**src/rtl/alu_pipe.sv**
```systemverilog
// Handshaked pipelined ALU: one op per valid/ready transfer, registered result with
// zero/error flags, held until the consumer accepts it. Multiply is shift-and-add over WIDTH cycles.
module alu_pipe #(
    parameter int WIDTH  = 32,
    parameter int MUL_EN = 1
) (
    input  logic             clk,
    input  logic             rst_n,
    input  logic             in_valid,
    output logic             in_ready,
    input  logic [WIDTH-1:0] opA,
    input  logic [WIDTH-1:0] opB,
    input  logic [3:0]       ALUop,
    output logic             out_valid,
    input  logic             out_ready,
    output logic [WIDTH-1:0] result,
    output logic             zero,
    output logic             err
);
    localparam int SHW = $clog2(WIDTH);

    typedef enum logic [1:0] {IDLE, MUL, HOLD} state_t;

    state_t           state, state_next;
    logic [WIDTH-1:0] mcand, mplier, acc, acc_sum, alu_res;
    logic [SHW-1:0]   cnt, shamt;
    logic             alu_err, accept, is_mul, mul_last;

    assign in_ready  = (state == IDLE) || ((state == HOLD) && out_ready);
    assign out_valid = (state == HOLD);
    assign accept    = in_valid && in_ready;
    assign is_mul    = (ALUop == 4'd10) && (MUL_EN != 0);
    assign shamt     = opB[SHW-1:0];
    assign acc_sum   = mplier[0] ? (acc + mcand) : acc;
    assign mul_last  = (cnt == SHW'(WIDTH - 1));

    // Single-cycle operations; anything not listed (including mul when disabled) is illegal.
    always_comb begin
        alu_res = '0;
        alu_err = 1'b0;
        case (ALUop)
            4'd0:    alu_res = opA + opB;
            4'd1:    alu_res = opA - opB;
            4'd2:    alu_res = opA & opB;
            4'd3:    alu_res = opA | opB;
            4'd4:    alu_res = opA ^ opB;
            4'd5:    alu_res = opA << shamt;
            4'd6:    alu_res = opA >> shamt;
            4'd7:    alu_res = $unsigned($signed(opA) >>> shamt);
            4'd8:    alu_res = {{(WIDTH-1){1'b0}}, ($signed(opA) < $signed(opB))};
            4'd9:    alu_res = {{(WIDTH-1){1'b0}}, (opA < opB)};
            default: alu_err = 1'b1;
        endcase
    end

    always_comb begin
        state_next = state;
        case (state)
            IDLE: if (accept) state_next = is_mul ? MUL : HOLD;
            MUL:  if (mul_last) state_next = HOLD;
            HOLD: begin
                if (accept)         state_next = is_mul ? MUL : HOLD;
                else if (out_ready) state_next = IDLE;
            end
            default: state_next = IDLE;
        endcase
    end

    always_ff @(posedge clk or negedge rst_n) begin
        if (!rst_n) state <= IDLE;
        else        state <= state_next;
    end

    // The final multiply iteration writes acc_sum straight into result so latency is exactly WIDTH.
    always_ff @(posedge clk or negedge rst_n) begin
        if (!rst_n) begin
            mcand  <= '0;
            mplier <= '0;
            acc    <= '0;
            cnt    <= '0;
            result <= '0;
            zero   <= 1'b0;
            err    <= 1'b0;
        end else if (accept) begin
            if (is_mul) begin
                mcand  <= opA;
                mplier <= opB;
                acc    <= '0;
                cnt    <= '0;
            end else begin
                result <= alu_res;
                zero   <= (alu_res == '0);
                err    <= alu_err;
            end
        end else if (state == MUL) begin
            acc    <= acc_sum;
            mcand  <= mcand << 1;
            mplier <= mplier >> 1;
            cnt    <= cnt + SHW'(1);
            if (mul_last) begin
                result <= acc_sum;
                zero   <= (acc_sum == '0);
                err    <= 1'b0;
            end
        end
    end
endmodule

```
**config.mk**
```make
export PLATFORM = sky130hd
export DESIGN_NAME = alu_pipe
export DESIGN_NICKNAME = d
export VERILOG_FILES = /design/src/rtl/alu_pipe.sv
export SDC_FILE = /design/constraint.sdc
export NUM_CORES = 1
export LEC_CHECK = 0
export ABC_AREA = 0
export CORE_MARGIN = 2
export CORE_UTILIZATION = 35
export CTS_BUF_LIST = sky130_fd_sc_hd__clkbuf_2 sky130_fd_sc_hd__clkbuf_4 sky130_fd_sc_hd__clkbuf_8
export DETAILED_ROUTE_END_ITERATION = 8
export SETUP_SLACK_MARGIN = 0.02
export SYNTH_ARGS = -nofsm -noshare
export SYNTH_HDL_FRONTEND = slang
export SYNTH_SLANG_ARGS = --single-unit
```
**constraint.sdc**
```tcl
create_clock -name clk -period 9.44 [get_ports clk]
set_input_delay 1.416 -clock clk [delete_from_list [all_inputs] [get_ports clk]]
set_output_delay 1.416 -clock clk [all_outputs]
set_load 0.02 [all_outputs]
```
# Word-level counts from Yosys, hierarchy flattened
# Index checks and enable logic that the tools add are counted.
[word_totals] wordCells=84 in_bits=72 output_inout_bits=36 reg_bits=137
[classes] n_reduce_logical=13 n_lt_le_gt_ge=2 n_bitwise=3 shift=3 add_sub_neg=4 eq_ne=18 n_mux=33
[ops] op="two-way mux 32 bit" count=14
[ops] op="one-hot mux 32 bit (10 select lines)" count=1
[ops] op="adder 32 bit" count=2
[ops] op="zero test 32 bit" count=2
[ops] op="< comparator 32 bit" count=2
[ops] op="bitwise AND 32 bit" count=1
[ops] op="bitwise OR 32 bit" count=1
[ops] op="left shift 32 x 5 -> 32 bit" count=1
[ops] op="right shift 32 x 5 -> 32 bit" count=1
[ops] op=">>> shifter 32 x 5 -> 32 bit" count=1
[ops] op="subtractor 32 bit" count=1
[ops] op="bitwise XOR 32 bit" count=1
[ops] op="equality test 4 x 3 -> 1 bit, second input constant" count=4
[ops] op="two-way mux 5 bit" count=3
[ops] op="equality test 4 bit, second input constant" count=3
[ops] op="two-way mux 2 bit" count=5
[ops] op="OR reduction 10 bit" count=1
[ops] op="two-way mux 1 bit" count=9
[ops] op="equality test 4 x 2 -> 1 bit, second input constant" count=2
[ops] op="!= test 2 bit, second input constant" count=3
[ops] op="one-hot mux 2 bit (3 select lines)" count=1
[ops] op="AND reduction 3 bit" count=2
[ops] op="adder 5 x 1 -> 5 bit, second input constant" count=1
[ops] op="equality test 5 bit, second input constant" count=1
[ops] op="other kinds (11)" count=13

# Longest topological paths before layout
[depth] depth_word=6 ltp_mapped=19 depth_no_buf=16

# Worst setup path before layout
# No wires, ideal clock.
[synth_path] path_kind="input to register" startpoint="input opB[2]" endpoint="register zero" t_arrival_ns=5.757 n_path_buf=5 setup_time_ns=0.066 slack_ns=3.617 t_required_ns=9.374 stages=18 cell_sequence="buf_2 inv_1 buf_2 buf_1 clkbuf_1 ha_1 clkbuf_1 or4_1 a21oi_1 nor2_1 o21ai_0 mux2_2 a221o_1 nor3_1 nand4_1 or4_1 o31ai_1 a31o_1"
[synth_via] elab_chain_cells=5 word_cells_on_any_way=14 cone_classes="add/sub: 2; order compare: 2; shift: 3; mux: 3; bitwise: 3; reduce/logical: 1"
[synth_lines] element="from (decl)" line="12" rtl="input logic [WIDTH-1:0] opB,"
[synth_lines] element="subtractor 32 bit (tied with other cells)" line="43" rtl="4'd1: alu_res = opA - opB;"
[synth_lines] element="one-hot mux 32 bit (10 select lines) (*)" line="41" rtl="case (ALUop)"
[synth_lines] element="zero test 32 bit (*)" line="92" rtl="zero <= (alu_res == '0);"
[synth_lines] element="two-way mux 1 bit (*)" line="85" rtl="if (is_mul) begin"
[synth_lines] element="two-way mux 1 bit (*)" line="84" rtl="end else if (accept) begin"
[synth_lines] element="to (signal assigned)" line="92"
[synth_lines] element="to (signal assigned)" line="102" rtl="zero <= (acc_sum == '0);"
[synth_lines] element="to (decl)" line="17" rtl="output logic zero,"
# Mark *: on every way between the ends. The rest lies on a longest branch, timed or not. The select of a mux whose other input is x is not followed.
# A chain may end at the register's enable or synchronous reset.

# Final worst setup path
[layout_path] startpoint="input opB[4]" endpoint="register zero"
# The elaborated chain is that of the path after synthesis.

==> metrics.md <==
| Metric | Value |
|---|---|
| Outcome | finished, final reports clean |
| Final nets | 2593 |
| Synth Area per Inst | about 7.5 um^2 |
| Post-synth top flop | dfrtp_1 |
| Max Cap Viol | 0 |
| Setup TNS | 0 ns |
| Pwr dens | ~200 mW/mm^2 |
| Largest stage delay, worst path | between 0.6 and 0.7 ns |
| Die ar. | 0.0528 mm^2 |
| DRC | 0 |
| RSZ-0062 raised after global routing | no |
| Iter 0 DRT Violations | approximately 2500 |
| Max frequency | between 150 and 200 MHz |
| Count of different cell masters after synthesis | between 80 and 90 |
| Largest area contributor in the netlist | dfrtp_1 |
| Number of synthesized flops with an enable pin | 0 |
| Via count | between 20000 and 25000 |
| Placed Area | just under 0.02 mm^2 |
| Overall Global Routing Usage | between 30% and 40% |
| CTS clk-pin slew, worst paths | about 0.090 ns |
| First-pass GRT wire length | around 130 mm |
| Worst EP required | approximately 9.9 ns |
| Initial core utilization | between 30% and 40% |
| Mapped Cells | between 2000 and 2500 |
| Synth Net Count | 2586 |
| Relative slew slack | 10.2% |
| Hold Path End | mplier[25] |
| Setup bufs post-CTS | 0 |
| CTS tree | yes |
| Final Cycle Share | between 60% and 70% |
| CP startpoint kind | primary input |
| Syn Std Cell Area | 0.0178 mm^2 |
| CP max-delay cell | or4_1 |
| H-tree depth | 4 |
| Synth top cells by count | nand2_1, o21ai_0, nor2_1, a21oi_1, mux2i_1 |
| Detail Placement HPWL | 70.3 mm |
| Met2 Use GR | between 50% and 60% |
| Setup crit end kind | flip-flop |
| Crit-path cells | clkdlybuf4s50_1, buf_4, inv_1, ha_1, or4_1, a21oi_1, o21a_1, o311ai_0, a21oi_1, and4_1, nand4_1, or4_1, o31ai_1, a31o_1 |
| Largest net degree at the start of global routing | just under 80 |
| Vias/cell | approximately 6.6 |
| Yosys warning total | 0 |
| Hold Path Origin | mplier[25] |
| Hold violation total from the final report | 0 |
| CTS Buffer Depth | 2 |
| Max-slew violations | 0 |
| WHS | 0.484 ns |
| Antenna Nets Post-Route | 0 |
| IO Pins | around 110 |
| Worst vdd rail ir drop | around 0.00017 V |
| Die Y | roughly 230 um |
| CTS Hold Bufs | 0 |
| Met3 Usage GRT | 7.54% |
| Most frequent cell after synthesis | nand2_1 |
| DRT Wirelength | approximately 93 mm |
| Sequential-to-total area share from yosys stat | 19.2% |
| Row count | a little over 80 |
| Worst R2R Setup Slack | approximately 5 ns |
| Worst slew pin tran | 1.34 ns |
| R2R Path End | zero |
| Setup ws final | about 3.1 ns |
| Final setup viols | 0 |
| FF-to-FF Start | state[1] |
| Largest cells by area after synthesis | dfrtp_1, ha_1, mux2i_1 |
| Final setup skew | 0.0518 ns |
| Min-Delay Path Depth | 2 |
| Synth top area share | 19.2% |
| Root Buffer | clkbuf_8 |
| CTS resizes | 0 |
| Hold Crit Class | flip-flop to flip-flop |
| Worst EP arrival | between 6 and 7 ns |
| Post-synth ARST share | between 90% and 100% |
| Design area | around 0.02 mm^2 |
| GPL Wtd Cong | 1.04 |
| Crit Path Max Fanout | 27 |
| DR WL/cell | just over 30 um |
| Leak | around 8.4 nW |
| Min Tclk post-route | 6.30 ns |
| DP Worst Slack | around 2.7 ns |
| Final Power | approximately 4 mW |
| Drt pass-1 iters | 8 |
| Clk_lat worst skew | 0.59 ns |
| Initial antenna violation count | 4 |
| Critical path class | primary input to flip-flop |
| GRT Residual Overflow | 0 |
| Core Region | 0.0503 mm^2 |
| CTS Buf Count | 17 |
| FF-to-FF path depth | 12 |
| Seq cells post-synth | between 100 and 150 |
| Layout area overhead | 11.6% |
| Layout cell share with drive strength beyond 1 | 8.09% |
| Vias in the first global route | between 15000 and 20000 |
| Port Buffers | roughly 110 |
| Met1 Use GR | between 40% and 50% |
| Sink Count | 137 |
| Most used routing layer | met2 |
| Die Wd | 230 um |
[final cells by class]
cell class / instances / area (um^2)
Clock inverter: 12 / 166
Multi-Input combinational cell: 1953 / 13300
Clock buffer: 19 / 249
Inverter: 106 / 398
Antenna cell: 1 / 2.50
Fill cell: 5300 / 30400
Timing Repair Buffer: 170 / 1530
Tap cell: 672 / 841
Sequential cell: 137 / 3430
[cell families after synthesis]
family,after synthesis,share of synthesized area (%)
AND/OR/NAND/NOR,774,20.1
adder cells (fa/ha/maj),136,9.67
buffers and inverters,288,6.63
AO/OA/AOI/OAI,794,28.8
multiplexers,205,13.4
flip-flops,137,19.2
XOR/XNOR,44,2.16
[sequential cells by signal (all words and copies together) (netlist names)]
name	flops
cnt	5
zero	1
mcand	32
result	32
mplier	32
acc	32
err	1
state	2
[layer usage]
layer,routed length (um),part of all wire [%]
met2,39100,42
met1,39700,43
met5,124,0.13
met3,8760,9.4
met4,5090,5.5
[metrics by stage]
stage	util, %	std cells
finish	39.6	3070
global route	39.6	3069
CTS	39.6	3069
detailed placement	38.8	3038
global placement	38.8	3038
floorplan	-	2378
[power breakdown]
part,total [mW],switching [mW],internal [mW]
clock network,0.584,0.314,0.270
logic,2.35,1.50,0.855
registers,1.08,0.239,0.842
[layout by cell type (no fill, tap or decap), drive strengths merged, types with 25 or more instances in the layout]
master | Yosys | final
buf | 61 | 68
ha | 133 | 133
nor4 | 27 | 27
mux2i | 153 | 153
a211oi | 31 | 31
nor3 | 52 | 52
inv | 106 | 110
dfrtp | 137 | 137
o22ai | 55 | 55
nand2 | 303 | 303
nor2 | 206 | 206
a21oi | 180 | 180
clkdlybuf4s50 | 0 | 102
o211ai | 39 | 39
xnor2 | 29 | 29
a31oi | 25 | 25
o21ai | 212 | 212
nand3 | 34 | 34
mux2 | 28 | 28
[worst max path at each step]
stage / slack, ns / start / endpoint
6_report: 3.14 / opB[4] / zero
4_1_cts: 3.29 / opB[0] / zero
3_3_place_gp: 2.77 / opB[0] / zero
5_1_grt: 2.82 / opB[0] / zero
3_5_place_dp: 2.70 / opB[0] / zero
2_1_floorplan: 3.62 / opB[2] / zero
[worst max-delay path: cells and delay by family]
family	cells	cell delay, ns
and+or+nand+nor	4	1.64
AOI/OAI and AO/OA	6	2.03
buffers and inverters	3	1.17
adders and majority gates	1	0.53
(Power assumes the default switching activity.)
